==> config.mk <==
export PLATFORM = sky130hd
export DESIGN_NAME = hilo_div_unit
export DESIGN_NICKNAME = d
export VERILOG_FILES = /design/src/rtl/hilo_div_unit.sv
export SDC_FILE = /design/constraint.sdc
export NUM_CORES = 1
export LEC_CHECK = 0
export BUFFER_PORTS_ARGS = -buffer_cell sky130_fd_sc_hd__buf_4
export CAP_MARGIN = 0
export CORE_ASPECT_RATIO = 0.9
export CORE_UTILIZATION = 25
export DETAILED_ROUTE_END_ITERATION = 16
export SETUP_SLACK_MARGIN = 0.3
export SLEW_MARGIN = 20
export SYNTH_ARGS = -nofsm -noshare
export SYNTH_HDL_FRONTEND = slang
export SYNTH_SLANG_ARGS = --single-unit
==> constraint.sdc <==
create_clock -name clk -period 5.8 [get_ports clk]
set_input_delay 0.87 -clock clk [delete_from_list [all_inputs] [get_ports clk]]
set_output_delay 0.87 -clock clk [all_outputs]
set_load 0.01 [all_outputs]
==> src/rtl/hilo_div_unit.sv <==
//------------------------------------------------------------------------------
// Module      : hilo_div_unit
// Description : HI/LO special-register pair with direct writes, optional
//               multiply-accumulate into {HI,LO} and an iterative restoring
//               signed/unsigned divider (quotient -> LO, remainder -> HI).
//               Optional feature macro: HILO_ACC_EN (builds the accumulator).
// Revision    : 1.0 - initial release
//------------------------------------------------------------------------------
`default_nettype none

module hilo_div_unit #(
    parameter int WIDTH = 32,
    parameter int CNT_W = 6
) (
    input  logic                 clk,
    input  logic                 rst,
    input  logic                 we_hi,
    input  logic                 we_lo,
    input  logic [WIDTH-1:0]     hi_i,
    input  logic [WIDTH-1:0]     lo_i,
    input  logic                 acc_en,
    input  logic                 acc_sub,
    input  logic [2*WIDTH-1:0]   mul_prod,
    input  logic                 div_start,
    input  logic                 div_signed,
    input  logic [WIDTH-1:0]     dividend,
    input  logic [WIDTH-1:0]     divisor,
    input  logic                 div_annul,
    output logic                 busy,
    output logic                 div_done,
    output logic [WIDTH-1:0]     hi_o,
    output logic [WIDTH-1:0]     lo_o
);

    typedef enum logic [1:0] {
        S_IDLE = 2'd0,
        S_RUN  = 2'd1,
        S_DONE = 2'd2
    } state_t;

    state_t             r_state;
    state_t             w_state_nxt;

    logic [WIDTH-1:0]   r_hi;
    logic [WIDTH-1:0]   r_lo;
    logic [CNT_W-1:0]   r_cnt;
    logic [WIDTH-1:0]   r_quo;      // dividend bits shift out, quotient bits shift in
    logic [WIDTH-1:0]   r_rem;
    logic [WIDTH-1:0]   r_dvs;      // divisor magnitude
    logic               r_q_neg;
    logic               r_r_neg;

    // Operand magnitudes and signs at start time
    logic               w_dvd_neg;
    logic               w_dvs_neg;
    logic [WIDTH-1:0]   w_dvd_mag;
    logic [WIDTH-1:0]   w_dvs_mag;
    logic               w_div_zero;
    logic               w_start;

    assign w_dvd_neg  = div_signed & dividend[WIDTH-1];
    assign w_dvs_neg  = div_signed & divisor[WIDTH-1];
    assign w_dvd_mag  = w_dvd_neg ? (~dividend + 1'b1) : dividend;
    assign w_dvs_mag  = w_dvs_neg ? (~divisor + 1'b1) : divisor;
    assign w_div_zero = (divisor == '0);
    assign w_start    = div_start & ~div_annul;

    // One restoring step: the trial subtraction's borrow bit decides the quotient bit.
    // {rem,bit} < 2*divisor, so the W+1 bit difference never overflows.
    logic [WIDTH:0]     w_trial;
    logic               w_ge;
    logic [WIDTH-1:0]   w_rem_nxt;
    logic [WIDTH-1:0]   w_quo_nxt;
    logic [WIDTH-1:0]   w_rem_fix;
    logic [WIDTH-1:0]   w_quo_fix;
    logic               w_last;

    assign w_trial   = {r_rem, r_quo[WIDTH-1]} - {1'b0, r_dvs};
    assign w_ge      = ~w_trial[WIDTH];
    assign w_rem_nxt = w_ge ? w_trial[WIDTH-1:0] : {r_rem[WIDTH-2:0], r_quo[WIDTH-1]};
    assign w_quo_nxt = {r_quo[WIDTH-2:0], w_ge};
    assign w_quo_fix = r_q_neg ? (~w_quo_nxt + 1'b1) : w_quo_nxt;
    assign w_rem_fix = r_r_neg ? (~w_rem_nxt + 1'b1) : w_rem_nxt;
    assign w_last    = (r_cnt == CNT_W'(WIDTH - 1));

    // Accumulator path; without the feature the inputs are deliberately left dangling
    logic               w_acc_do;
    logic [2*WIDTH-1:0] w_acc_sum;
`ifdef HILO_ACC_EN
    assign w_acc_do  = acc_en;
    assign w_acc_sum = acc_sub ? ({r_hi, r_lo} - mul_prod) : ({r_hi, r_lo} + mul_prod);
`else
    logic               w_acc_unused;
    assign w_acc_do     = 1'b0;
    assign w_acc_sum    = {r_hi, r_lo};
    assign w_acc_unused = ^{acc_en, acc_sub, mul_prod};
`endif

    // Divider control: next state and the result-write strobe
    logic               w_res_we;
    logic [WIDTH-1:0]   w_res_hi;
    logic [WIDTH-1:0]   w_res_lo;

    // Next-state and result selection
    always_comb begin
        w_state_nxt = r_state;
        w_res_we    = 1'b0;
        w_res_hi    = w_rem_fix;
        w_res_lo    = w_quo_fix;
        case (r_state)
            S_IDLE: begin
                if (w_start) begin
                    if (w_div_zero) begin
                        w_state_nxt = S_DONE;
                        w_res_we    = 1'b1;
                        w_res_hi    = dividend;
                        w_res_lo    = '1;
                    end else begin
                        w_state_nxt = S_RUN;
                    end
                end
            end
            S_RUN: begin
                if (div_annul) begin
                    w_state_nxt = S_IDLE;
                end else if (w_last) begin
                    w_state_nxt = S_DONE;
                    w_res_we    = 1'b1;
                end
            end
            S_DONE:  w_state_nxt = S_IDLE;
            default: w_state_nxt = S_IDLE;
        endcase
    end

    // State register
    always_ff @(posedge clk or negedge rst) begin
        if (!rst) begin
            r_state <= S_IDLE;
        end else begin
            r_state <= w_state_nxt;
        end
    end

    // Divider datapath: capture operands on start, iterate while running
    always_ff @(posedge clk or negedge rst) begin
        if (!rst) begin
            r_cnt   <= '0;
            r_quo   <= '0;
            r_rem   <= '0;
            r_dvs   <= '0;
            r_q_neg <= 1'b0;
            r_r_neg <= 1'b0;
        end else if (r_state == S_IDLE && w_start) begin
            r_cnt   <= '0;
            r_quo   <= w_dvd_mag;
            r_rem   <= '0;
            r_dvs   <= w_dvs_mag;
            r_q_neg <= w_dvd_neg ^ w_dvs_neg;
            r_r_neg <= w_dvd_neg;
        end else if (r_state == S_RUN) begin
            r_cnt   <= r_cnt + 1'b1;
            r_quo   <= w_quo_nxt;
            r_rem   <= w_rem_nxt;
        end
    end

    // HI/LO update: divide result, then per-half direct writes, then accumulate
    always_ff @(posedge clk or negedge rst) begin
        if (!rst) begin
            r_hi <= '0;
            r_lo <= '0;
        end else if (w_res_we) begin
            r_hi <= w_res_hi;
            r_lo <= w_res_lo;
        end else if (r_state != S_RUN) begin
            if (we_hi || we_lo) begin
                if (we_hi) r_hi <= hi_i;
                if (we_lo) r_lo <= lo_i;
            end else if (w_acc_do) begin
                {r_hi, r_lo} <= w_acc_sum;
            end
        end
    end

    assign busy     = (r_state == S_RUN);
    assign div_done = (r_state == S_DONE);
    assign hi_o     = r_hi;
    assign lo_o     = r_lo;

endmodule

`default_nettype wire

==> results.sh, run 1 <==
export IMPL_status="complete, no violations"
export IMPL_utilization_pct=31.2
export IMPL_synth_area_per_cell_um2=8.07
export IMPL_post_cts_repair_setup_buffers=0
export IMPL_period_share_pct=91.6
export IMPL_wl_met3_um=2830
export IMPL_dr_first_iter_drc_count=1249
export IMPL_groute_usage_overall_pct=18.2
export IMPL_clk_pin_slew_ns=0.07
export IMPL_worst_slew_margin_rel_pct=33.8
export IMPL_drt_pass1_iterations=5
export IMPL_critPathMaxStageDelay_ns=0.54
export IMPL_placeableCoreArea_mm2=0.0504
export IMPL_synth_largest_type_area_fraction_pct=33.4
export IMPL_worstSetupStartpoint="r_rem[9]$_DFFE_PN0P_"
export IMPL_cp_num_buf_inv=1
export IMPL_clk_latency_ns=0.46
export IMPL_peakVddDrop_v=0.000326
export IMPL_drc=0
export IMPL_finalWorstPathRequiredPeriod_ns=5.31
export IMPL_boundaryPins=267
export IMPL_multi_input_comb_area_mm2=0.00799
export IMPL_layout_common_cells="sky130_fd_sc_hd__buf_4, sky130_fd_sc_hd__o21ai_0, sky130_fd_sc_hd__nand2_1, sky130_fd_sc_hd__dfrtp_1, sky130_fd_sc_hd__nor2_1"
export IMPL_max_freq_mhz=188
export IMPL_r2r_slack_ns=0.49
export IMPL_timing_setup_tns_ns=0
export IMPL_grt_antenna_before_repair=2
export IMPL_finClkSkew_ns=0.0115
export IMPL_leakage_nw=6.53
export IMPL_finalWirelength_um=47200
export IMPL_num_rows=78
export IMPL_clock_tree_root_cell="sky130_fd_sc_hd__clkbuf_16"
export IMPL_postSynth_topFlopCell="sky130_fd_sc_hd__dfrtp_1"
export IMPL_synthesis_instances=1578
export IMPL_layout_filler_cells=5387
export IMPL_powerDensity_mw_per_mm2=484
export IMPL_route_detailed_wl_per_inst_um=19.4
export IMPL_grt_setup_unrepaired="false"
export IMPL_drt_met1_wl_um=22700
export IMPL_synth_edf_count=0
export IMPL_fp_dieArea_mm2=0.0518
export IMPL_mostFrequentLayoutCell="sky130_fd_sc_hd__buf_4"
export IMPL_ctsLongestPathBuffers=2
export IMPL_actual_slew_at_the_worst_max_slew_pin_ns=0.992
export IMPL_cts_tree="done"
export IMPL_cp_cell_sequence="ha_1 > nand4_1 > a2111o_1 > or4_4 > a211oi_4 > o21a_1 > nor2_4 > inv_2 > ha_1 > nand2b_1 > or3_1 > or4_4 > or3_1 > or3_4 > o21ai_0 > xnor2_1 > o22ai_1 > a21oi_1"
export IMPL_place_port_buffers=200
export IMPL_r2r_end="lo_o[30]$_DFFE_PN0P_"
export IMPL_final_layout_size_suffix_gt1_share_pct=18.0
export IMPL_x_dimension_of_the_die_um=240
export IMPL_synthesis_yosys_warnings=0
export IMPL_regArea_mm2=0.00425
export IMPL_max_cap_violations=0
export IMPL_mappedNetlistArea_mm2=0.0127
export IMPL_grt_start_max_net_pins=95
export IMPL_start_util_pct=25.3
export IMPL_worstRegToRegCells=18
export IMPL_cp_data_arrival_time_ns=5.69
export IMPL_final_setup_viol_count=0
export IMPL_wl_met2_um=21100
export IMPL_worst_slack_ns=0.488
export IMPL_routabilityCongestion=0.896
export IMPL_placed_cells=2395
export IMPL_timing_critical_path_from_type="flop"
export IMPL_htreeDepth=4
export IMPL_grt_first_pass_wirelength_um=73200
export IMPL_highest_layer="met4"
export IMPL_finalMaxSlewViolations=0
export IMPL_hp_class="primary input to asynchronous set/reset pin"
export IMPL_critical_path_slowest_cell="sky130_fd_sc_hd__or4_4"
export IMPL_drt_vias_per_instance=5.30
export IMPL_endpoint_class_of_the_critical_path="flop"
export IMPL_synth_seq_cells=170
export IMPL_number_of_cts_inserted_buffers=17
export IMPL_dp_final_hpwl_um=36700
export IMPL_synth_cell_types=83
export IMPL_timing_final_hold_violations=0
export IMPL_yosysSeqAreaShare_pct=33.4
export IMPL_clock_sink_count=170
export IMPL_timing_critical_path_max_delay_family="simple AND/OR/NAND/NOR gates"
export IMPL_area_growth_synth_to_final_pct=23.3
export IMPL_rr_startpoint="r_rem[9]$_DFFE_PN0P_"
export IMPL_synthTopCellsByArea="sky130_fd_sc_hd__dfrtp_1, sky130_fd_sc_hd__o21ai_0, sky130_fd_sc_hd__xnor2_1, sky130_fd_sc_hd__nand2_1, sky130_fd_sc_hd__a21oi_1"
export IMPL_global_route_total_overflow=0
export IMPL_via_count=12879
export IMPL_die_height_um=216
export IMPL_pre_cts_ws_ns=0.438
export IMPL_first_global_vias=12355
export IMPL_synth_top_cell_by_area="sky130_fd_sc_hd__dfrtp_1"
export IMPL_final_instance_count_excl_fill=2428
export IMPL_synth_nets=1817
export IMPL_crit_type="flop to flop"
export IMPL_antenna_violating_nets_post_route=0
export IMPL_cp_max_fo=5
export IMPL_critPathRequiredTime_ns=6.17
export IMPL_fin_nets=1973
export IMPL_async_reset_ff_share_pct=100
-- per-stage QoR --
| stage | hold WS (ns) | cell area (um^2) | power (mW) |
|---|---|---|---|
| 4_1_cts | 0.476 | 15600 | 7.53 |
| 3_3_place_gp | 0.462 | 15000 | 6.19 |
| 5_1_grt | 0.505 | 15700 | 8.15 |
| 3_5_place_dp | 0.460 | 15000 | 6.24 |
| 2_1_floorplan | 0.442 | 12700 | 4.85 |
| 6_report | 0.442 | 15700 | 7.59 |
-- synthesized netlist by cell type, types with 17 or more instances --
master / n
sky130_fd_sc_hd__a21oi_1: 112
sky130_fd_sc_hd__nand4_1: 17
sky130_fd_sc_hd__nor4_1: 20
sky130_fd_sc_hd__ha_1: 37
sky130_fd_sc_hd__or3_1: 27
sky130_fd_sc_hd__xnor2_1: 82
sky130_fd_sc_hd__nand2_1: 173
sky130_fd_sc_hd__xor2_1: 55
sky130_fd_sc_hd__o31ai_1: 24
sky130_fd_sc_hd__nand3_1: 44
sky130_fd_sc_hd__mux2i_1: 30
sky130_fd_sc_hd__o22ai_1: 27
sky130_fd_sc_hd__a31oi_1: 17
sky130_fd_sc_hd__inv_1: 49
sky130_fd_sc_hd__nor2_1: 117
sky130_fd_sc_hd__a22oi_1: 29
sky130_fd_sc_hd__o21ai_0: 207
sky130_fd_sc_hd__nor3_1: 30
sky130_fd_sc_hd__dfrtp_1: 170
sky130_fd_sc_hd__clkbuf_1: 81
-- timing repair --
action / CTS / global route
hold buffers: 0 / 0
gates resized for setup: 0 / 12
hold endpoints to repair: 0 / 0
endpoints found under the setup margin: 0 / 6
-- power by group --
group | switching (mW) | internal [mW]
combinational | 2.77 | 1.71
clock | 0.520 | 0.738
sequential | 0.356 | 1.49
total | 3.65 | 3.94
-- sequential cells by signal, indices dropped and copies added (netlist names) --
register / count
r_cnt: 6
hi_o: 32
r_q_neg: 1
r_state: 2
lo_o: 32
r_dvs: 32
r_quo: 32
r_rem: 32
r_r_neg: 1
-- logic make-up (layout without fill, tap and decap cells) --
family          after synthesis  count (layout)  share of synthesized area [%]
other cells                   0               1                              0
xor+xnor                    137             137                           9.43
buf+inv                     148             317                           4.60
simple gates                503             503                           19.0
compound gates              548             548                           27.0
flops                       170             170                           33.4
fa+ha+maj                    38              38                           3.79
mux                          34              34                           2.71
-- worst register-to-register path, delay by kind of cell (launching register included) --
kind,cells,cell delay (ns)
compound gates,6,1.52
xor+xnor,1,0.18
fa+ha+maj,2,0.50
buf+inv,1,0.09
flops,1,0.46
simple gates,8,2.48
-- layer usage --
layer  vias up  track usage, %
met2       449            27.9
li1       6086               -
met1      6314            26.9
met3        30            2.64
met4         0            3.65
met5         -               0
-- worst max-delay path by stage --
stage	depth (start not counted)	end	slack [ns]
floorplan	22	lo_o[28]$_DFFE_PN0P_	0.32
global placement	18	lo_o[28]$_DFFE_PN0P_	0.48
detailed placement	18	lo_o[30]$_DFFE_PN0P_	0.44
CTS	18	lo_o[30]$_DFFE_PN0P_	0.40
global route	18	lo_o[26]$_DFFE_PN0P_	0.29
finish	18	lo_o[30]$_DFFE_PN0P_	0.49
-- cell type report --
cell class,count,area share (%)
inverters,51,1.22
multi-input cells,1260,50.9
flip-flops and latches,170,27.1
repair buffers,234,11.3
well taps,680,5.42
diodes,1,0.0159
clock inverters,9,0.853
clock buffers,23,3.17
Power figures use the tool's default switching activity.
==> run 2, diff against run 1 <==
--- a/config.mk
+++ b/config.mk
@@ -5,6 +5,8 @@
 export SDC_FILE = /design/constraint.sdc
 export NUM_CORES = 1
 export LEC_CHECK = 0
+export ABC_AREA = 1
+export ABC_CLOCK_PERIOD_IN_PS = 5800
 export BUFFER_PORTS_ARGS = -buffer_cell sky130_fd_sc_hd__buf_4
 export CAP_MARGIN = 0
 export CORE_ASPECT_RATIO = 0.9
==> run 2 against run 1 <==
Cell count increased by 20%. Power increased by 11%. First-iteration DRC count decreased by 9.2%. Sequential share of layout area decreased by 1.2 points. The run now ends with DRC left. Clock skew increased by 0.011 ns.
==> results.sh, run 2 <==
export IMPL_htreeDepth=4
export IMPL_global_route_total_overflow=0
export IMPL_grt_start_max_net_pins=102
export IMPL_synth_simple_area_share_pct=32.5
export IMPL_violations="DRC"
export IMPL_peakVddDrop_v=0.000253
export IMPL_boundaryPins=267
export IMPL_start_util_pct=25.5
export IMPL_layout_common_cells="sky130_fd_sc_hd__nand2_1, sky130_fd_sc_hd__inv_1, sky130_fd_sc_hd__buf_4"
export IMPL_actual_slew_at_the_worst_max_slew_pin_ns=0.962
export IMPL_cp_max_fo=31
export IMPL_post_cts_repair_setup_buffers=0
export IMPL_grt_setup_unrepaired="false"
export IMPL_cts_tree="done"
export IMPL_postSynth_topFlopCell="sky130_fd_sc_hd__dfrtp_1"
export IMPL_number_of_cts_inserted_buffers=17
export IMPL_synth_seq_cells=170
export IMPL_crit_type="flop to flop"
export IMPL_via_count=13943
export IMPL_status="finished with violations"
export IMPL_grt_antenna_before_repair=2
export IMPL_timing_setup_tns_ns=0
export IMPL_period_share_pct=81.9
export IMPL_final_layout_size_suffix_gt1_share_pct=15.7
export IMPL_layout_filler_cells=5902
export IMPL_finClkSkew_ns=0.0227
export IMPL_cp_data_arrival_time_ns=5.09
export IMPL_finalWorstPathRequiredPeriod_ns=4.75
export IMPL_final_setup_viol_count=0
export IMPL_synthTopCellsByArea="sky130_fd_sc_hd__dfrtp_1, sky130_fd_sc_hd__nand2_1, sky130_fd_sc_hd__inv_1, sky130_fd_sc_hd__nor2_1, sky130_fd_sc_hd__o21ai_0"
export IMPL_x_dimension_of_the_die_um=247
export IMPL_endpoint_class_of_the_critical_path="flop"
export IMPL_most_frequent_cell_after_synthesis="sky130_fd_sc_hd__nand2_1"
export IMPL_async_reset_ff_share_pct=100
export IMPL_worst_slack_ns=1.05
export IMPL_clk_pin_slew_ns=0.07
export IMPL_regArea_mm2=0.00425
export IMPL_leakage_nw=8.17
export IMPL_routabilityCongestion=0.938
export IMPL_mappedNetlistArea_mm2=0.0136
export IMPL_first_global_vias=13344
export IMPL_worst_slew_margin_rel_pct=35.8
export IMPL_synth_top_cell_by_area="sky130_fd_sc_hd__dfrtp_1"
export IMPL_place_port_buffers=200
export IMPL_synth_area_per_cell_um2=6.66
export IMPL_worstRegToRegCells=26
export IMPL_antenna_violating_nets_post_route=0
export IMPL_hp_class="primary input to asynchronous set/reset pin"
export IMPL_pre_cts_ws_ns=1.17
export IMPL_mostFrequentLayoutCell="sky130_fd_sc_hd__nand2_1"
export IMPL_critPathRequiredTime_ns=6.14
export IMPL_synthesis_instances=2035
export IMPL_powerDensity_mw_per_mm2=512
export IMPL_dr_first_iter_drc_count=1134
export IMPL_rr_startpoint="r_quo[31]$_DFFE_PN0P_"
export IMPL_area_growth_synth_to_final_pct=21.0
export IMPL_groute_usage_overall_pct=17.8
export IMPL_synth_edf_count=0
export IMPL_synth_top_family_by_area="simple AND/OR/NAND/NOR gates"
export IMPL_num_rows=80
export IMPL_timing_critical_path_from_type="flop"
export IMPL_fp_dieArea_mm2=0.0552
export IMPL_yosysSeqAreaShare_pct=31.4
export IMPL_clk_latency_ns=0.47
export IMPL_finalMaxSlewViolations=0
export IMPL_finalWirelength_um=48600
export IMPL_grt_first_pass_wirelength_um=76000
export IMPL_drt_pass1_iterations=14
export IMPL_die_height_um=223
export IMPL_yosys_top_cells_count="sky130_fd_sc_hd__nand2_1, sky130_fd_sc_hd__inv_1, sky130_fd_sc_hd__nor2_1"
export IMPL_fin_nets=2443
export IMPL_multi_input_comb_area_mm2=0.00791
export IMPL_placeableCoreArea_mm2=0.0533
export IMPL_synth_cell_types=55
export IMPL_synth_largest_type_area_fraction_pct=31.4
export IMPL_clock_sink_count=170
export IMPL_dp_final_hpwl_um=37700
export IMPL_synth_compound_gate_area_share_pct=16.4
export IMPL_critPathMaxStageDelay_ns=0.42
export IMPL_cp_common_cell="sky130_fd_sc_hd__nand2_1"
export IMPL_timing_final_hold_violations=0
export IMPL_max_freq_mhz=211
export IMPL_synth_nets=2274
export IMPL_drc=2
export IMPL_critical_path_slowest_cell="sky130_fd_sc_hd__dfrtp_1"
export IMPL_synthMuxAreaShare_pct=0
export IMPL_ctsLongestPathBuffers=2
export IMPL_hold_buffers_post_cts=0
export IMPL_drt_vias_per_instance=4.78
export IMPL_route_detailed_wl_per_inst_um=16.7
export IMPL_synth_fa_ha_area_share_pct=3.56
export IMPL_gates_resized_cts_repair=0
export IMPL_max_cap_violations=0
export IMPL_synth_xor_xnor_area_share_pct=5.75
export IMPL_clock_tree_root_cell="sky130_fd_sc_hd__clkbuf_16"
export IMPL_r2r_slack_ns=1.05
export IMPL_synthesis_yosys_warnings=0
export IMPL_r2r_end="lo_o[28]$_DFFE_PN0P_"
run 2: cell type report:
cell class | instances | share of cell area, %
sequential | 170 | 25.9
clock inverter | 13 | 0.969
timing repair buffer | 222 | 10.3
multi-input combinational | 1505 | 48.2
tap | 697 | 5.32
inverter | 288 | 6.59
antenna | 1 | 0.0153
clock buffer | 18 | 2.62
run 2: per-layer routing:
metal | wire length [um] | up-vias | part of all wire (%) | global-route usage (%)
met1 | 22700 | 6500 | 47 | 24.9
met4 | 1210 | 2 | 2.5 | 5.30
met2 | 22000 | 431 | 45 | 27.6
met5 | 7 | - | 0.014 | 0
li1 | - | 6956 | - | -
met3 | 2730 | 54 | 5.6 | 3.27
run 2: report_power, final:
group,internal (mW),total [mW],switching [mW],leakage [nW]
combinational,1.78,5.37,3.59,5.81
clock,0.645,1.21,0.568,0.282
sequential,1.53,1.82,0.283,2.08
run 2: worst max path at each step:
stage,startpoint,to,slack [ns],depth (start not counted)
finish,r_quo[31]$_DFFE_PN0P_,lo_o[28]$_DFFE_PN0P_,1.05,26
global placement,r_quo[31]$_DFFE_PN0P_,lo_o[28]$_DFFE_PN0P_,1.27,26
global route,r_quo[31]$_DFFE_PN0P_,lo_o[26]$_DFFE_PN0P_,0.64,25
CTS,r_quo[31]$_DFFE_PN0P_,lo_o[28]$_DFFE_PN0P_,1.12,26
floorplan,r_quo[31]$_DFFE_PN0P_,lo_o[28]$_DFFE_PN0P_,1.99,28
detailed placement,r_quo[31]$_DFFE_PN0P_,lo_o[28]$_DFFE_PN0P_,1.17,26
run 2: stage by stage:
stage / power (mW) / instances / hold WS (ns) / utilization, % / cell area (um^2)
floorplan: 5.80 / 2035 / 0.453 / - / 13600
global placement: 7.11 / 2882 / 0.468 / 29.7 / 15800
detailed placement: 7.15 / 2882 / 0.467 / 29.7 / 15800
CTS: 8.39 / 2913 / 0.435 / 30.8 / 16400
global route: 9.16 / 2914 / 0.464 / 30.8 / 16400
finish: 8.40 / 2914 / 0.400 / 30.8 / 16400
run 2: cell families (layout without fill, tap and decap cells):
group	count (synthesis)	after routing
and+or+nand+nor	1013	1013
AOI/OAI and AO/OA	365	365
DFF	170	170
other	0	1
xor gates and xnor gates	89	89
adders and majority gates	38	38
buffers and inverters	360	541
run 2: critical path, delay by kind of cell, from the launching register on:
family | cells | cell delay, ns
compound gates | 2 | 0.27
xor+xnor | 1 | 0.16
fa+ha+maj | 3 | 0.83
buf+inv | 2 | 0.14
flops | 1 | 0.42
simple gates | 18 | 2.79
==> run 3, diff against run 2 <==
--- a/config.mk
+++ b/config.mk
@@ -6,7 +6,7 @@
 export NUM_CORES = 1
 export LEC_CHECK = 0
 export ABC_AREA = 1
-export ABC_CLOCK_PERIOD_IN_PS = 5800
+export ABC_CLOCK_PERIOD_IN_PS = 4900
 export BUFFER_PORTS_ARGS = -buffer_cell sky130_fd_sc_hd__buf_4
 export CAP_MARGIN = 0
 export CORE_ASPECT_RATIO = 0.9
==> constraint.sdc (replaced) <==
create_clock -name clk -period 4.9 [get_ports clk]
set_input_delay 0.735 -clock clk [delete_from_list [all_inputs] [get_ports clk]]
set_output_delay 0.735 -clock clk [all_outputs]
set_load 0.01 [all_outputs]
==> run 3 against run 2 <==
The flow now finishes without violations. Routed wire length fell by 0.96%. Cell count rose by 0.14%. Non-clock buffer count rose by 3. First-iteration DRC count fell by 12%. Sequential power rose by 19%. Power rose by 18%. Clock-buffer cell count fell by 1. Critical path depth did not move. Register-to-register slack got worse by 0.30 ns. Design area rose by 0.37%.
==> results.sh, run 3 (synthesized netlist as in run 2, its figures left out) <==
export IMPL_clock_tree_root_cell="sky130_fd_sc_hd__clkbuf_16"
export IMPL_fp_dieArea_mm2=0.0552
export IMPL_timing_final_hold_violations=0
export IMPL_leakage_nw=8.20
export IMPL_critPathRequiredTime_ns=5.25
export IMPL_actual_slew_at_the_worst_max_slew_pin_ns=0.945
export IMPL_hp_class="primary input to asynchronous set/reset pin"
export IMPL_worstRegToRegCells=26
export IMPL_drt_pass1_iterations=7
export IMPL_layout_common_cells="sky130_fd_sc_hd__nand2_1, sky130_fd_sc_hd__inv_1, sky130_fd_sc_hd__buf_4"
export IMPL_grt_antenna_before_repair=2
export IMPL_grt_setup_unrepaired="false"
export IMPL_finalMaxSlewViolations=0
export IMPL_dp_final_hpwl_um=37800
export IMPL_multi_input_comb_area_mm2=0.00792
export IMPL_cp_max_fo=4
export IMPL_antenna_violating_nets_post_route=0
export IMPL_placeableCoreArea_mm2=0.0533
export IMPL_x_dimension_of_the_die_um=247
export IMPL_final_setup_viol_count=0
export IMPL_finalWorstPathRequiredPeriod_ns=4.15
export IMPL_regArea_mm2=0.00425
export IMPL_clk_latency_ns=0.47
export IMPL_route_detailed_wl_per_inst_um=16.5
export IMPL_placed_cells=2885
export IMPL_max_freq_mhz=241
export IMPL_clock_sink_count=170
export IMPL_final_layout_size_suffix_gt1_share_pct=16.0
export IMPL_hold_buffers_post_cts=0
export IMPL_r2r_end="lo_o[28]$_DFFE_PN0P_"
export IMPL_htreeDepth=4
export IMPL_first_global_vias=13287
export IMPL_endpoint_class_of_the_critical_path="flop"
export IMPL_finalWirelength_um=48200
export IMPL_place_port_buffers=200
export IMPL_status="complete, no violations"
export IMPL_peakVddDrop_v=0.000349
export IMPL_rr_startpoint="r_quo[31]$_DFFE_PN0P_"
export IMPL_die_height_um=223
export IMPL_hold_slack_ns=0.205
export IMPL_layout_filler_cells=5889
export IMPL_fin_nets=2446
export IMPL_finClkSkew_ns=0.0177
export IMPL_number_of_cts_inserted_buffers=17
export IMPL_routabilityCongestion=0.938
export IMPL_grt_first_pass_wirelength_um=74800
export IMPL_num_rows=80
export IMPL_timing_critical_path_from_type="flop"
export IMPL_mostFrequentLayoutCell="sky130_fd_sc_hd__nand2_1"
export IMPL_final_instance_count_excl_fill=2918
export IMPL_drc=0
export IMPL_cp_data_arrival_time_ns=4.50
export IMPL_crit_type="flop to flop"
export IMPL_r2r_slack_ns=0.75
export IMPL_ctsLongestPathBuffers=2
export IMPL_timing_setup_tns_ns=0
export IMPL_period_share_pct=84.7
export IMPL_finalPower_mw=9.95
export IMPL_cts_tree="done"
export IMPL_worst_slew_margin_rel_pct=37.0
export IMPL_clk_pin_slew_ns=0.08
export IMPL_powerDensity_mw_per_mm2=605
export IMPL_grt_start_max_net_pins=81
export IMPL_drt_vias_per_instance=4.72
export IMPL_via_count=13786
export IMPL_dr_first_iter_drc_count=995
export IMPL_utilization_pct=30.9
export IMPL_max_cap_violations=0
export IMPL_global_route_total_overflow=0
export IMPL_start_util_pct=25.5
export IMPL_groute_usage_overall_pct=17.6
export IMPL_area_growth_synth_to_final_pct=21.5
export IMPL_boundaryPins=267
==> run 3: area by class of cell <==
type	count	area share, %
diodes	1	0.0152
clock buffers	17	2.58
clock inverters	15	1.09
inverters	288	6.57
multi-input cells	1505	48.1
flip-flops and latches	170	25.8
well taps	697	5.30
repair buffers	225	10.5
==> run 3: worst max-delay path by stage <==
stage / startpoint / to / slack [ns]
CTS: r_quo[31]$_DFFE_PN0P_ / lo_o[28]$_DFFE_PN0P_ / 0.58
global placement: r_quo[31]$_DFFE_PN0P_ / lo_o[28]$_DFFE_PN0P_ / 0.64
detailed placement: r_quo[31]$_DFFE_PN0P_ / lo_o[28]$_DFFE_PN0P_ / 0.63
global route: r_quo[31]$_DFFE_PN0P_ / lo_o[28]$_DFFE_PN0P_ / 0.36
floorplan: r_quo[31]$_DFFE_PN0P_ / lo_o[28]$_DFFE_PN0P_ / 1.09
finish: r_quo[31]$_DFFE_PN0P_ / lo_o[28]$_DFFE_PN0P_ / 0.75
==> run 3: worst max-delay path, cell delays in order, from the launching register on <==
cell,delay (ns)
sky130_fd_sc_hd__dfrtp_1,0.41
sky130_fd_sc_hd__inv_1,0.06
sky130_fd_sc_hd__ha_1,0.13
sky130_fd_sc_hd__inv_1,0.07
sky130_fd_sc_hd__fa_1,0.41
sky130_fd_sc_hd__nand2_1,0.08
sky130_fd_sc_hd__nand2_1,0.08
sky130_fd_sc_hd__nand3_1,0.11
sky130_fd_sc_hd__nand2_2,0.10
sky130_fd_sc_hd__nand2_2,0.09
sky130_fd_sc_hd__nand2_4,0.06
sky130_fd_sc_hd__nand2_4,0.07
sky130_fd_sc_hd__nand3_1,0.20
sky130_fd_sc_hd__nand2_4,0.18
sky130_fd_sc_hd__ha_1,0.22
sky130_fd_sc_hd__nand4_1,0.15
sky130_fd_sc_hd__nor3_2,0.18
sky130_fd_sc_hd__nand3_1,0.14
sky130_fd_sc_hd__nor2_2,0.21
sky130_fd_sc_hd__nand4_1,0.17
sky130_fd_sc_hd__nor2_1,0.17
sky130_fd_sc_hd__nand4_1,0.12
sky130_fd_sc_hd__nand2_1,0.12
sky130_fd_sc_hd__o21ai_0,0.12
sky130_fd_sc_hd__xor2_1,0.17
sky130_fd_sc_hd__o221ai_1,0.15
sky130_fd_sc_hd__nand2_1,0.07
==> run 3: layer usage <==
metal,share of wire (%),global-route usage [%]
met1,47,24.6
met2,45,27.3
met3,4.9,2.63
met4,3.2,6.33
met5,0.033,0
==> run 3: stage by stage <==
stage	setup slack (ns)	cell area, um^2
2_1_floorplan	1.09	13600
3_3_place_gp	0.637	15900
3_5_place_dp	0.632	15900
4_1_cts	0.576	16500
5_1_grt	0.356	16500
6_report	0.751	16500
==> run 3: timing repair <==
action	4_1_cts	5_1_grt
resized for setup	0	2
setup buffers	0	0
endpoints found under the setup margin	0	3
==> run 3: where the power goes <==
group | switching, mW | internal [mW]
Sequential | 0.358 | 1.81
Clock | 0.707 | 0.733
Combinational | 4.22 | 2.12
Total | 5.29 | 4.67
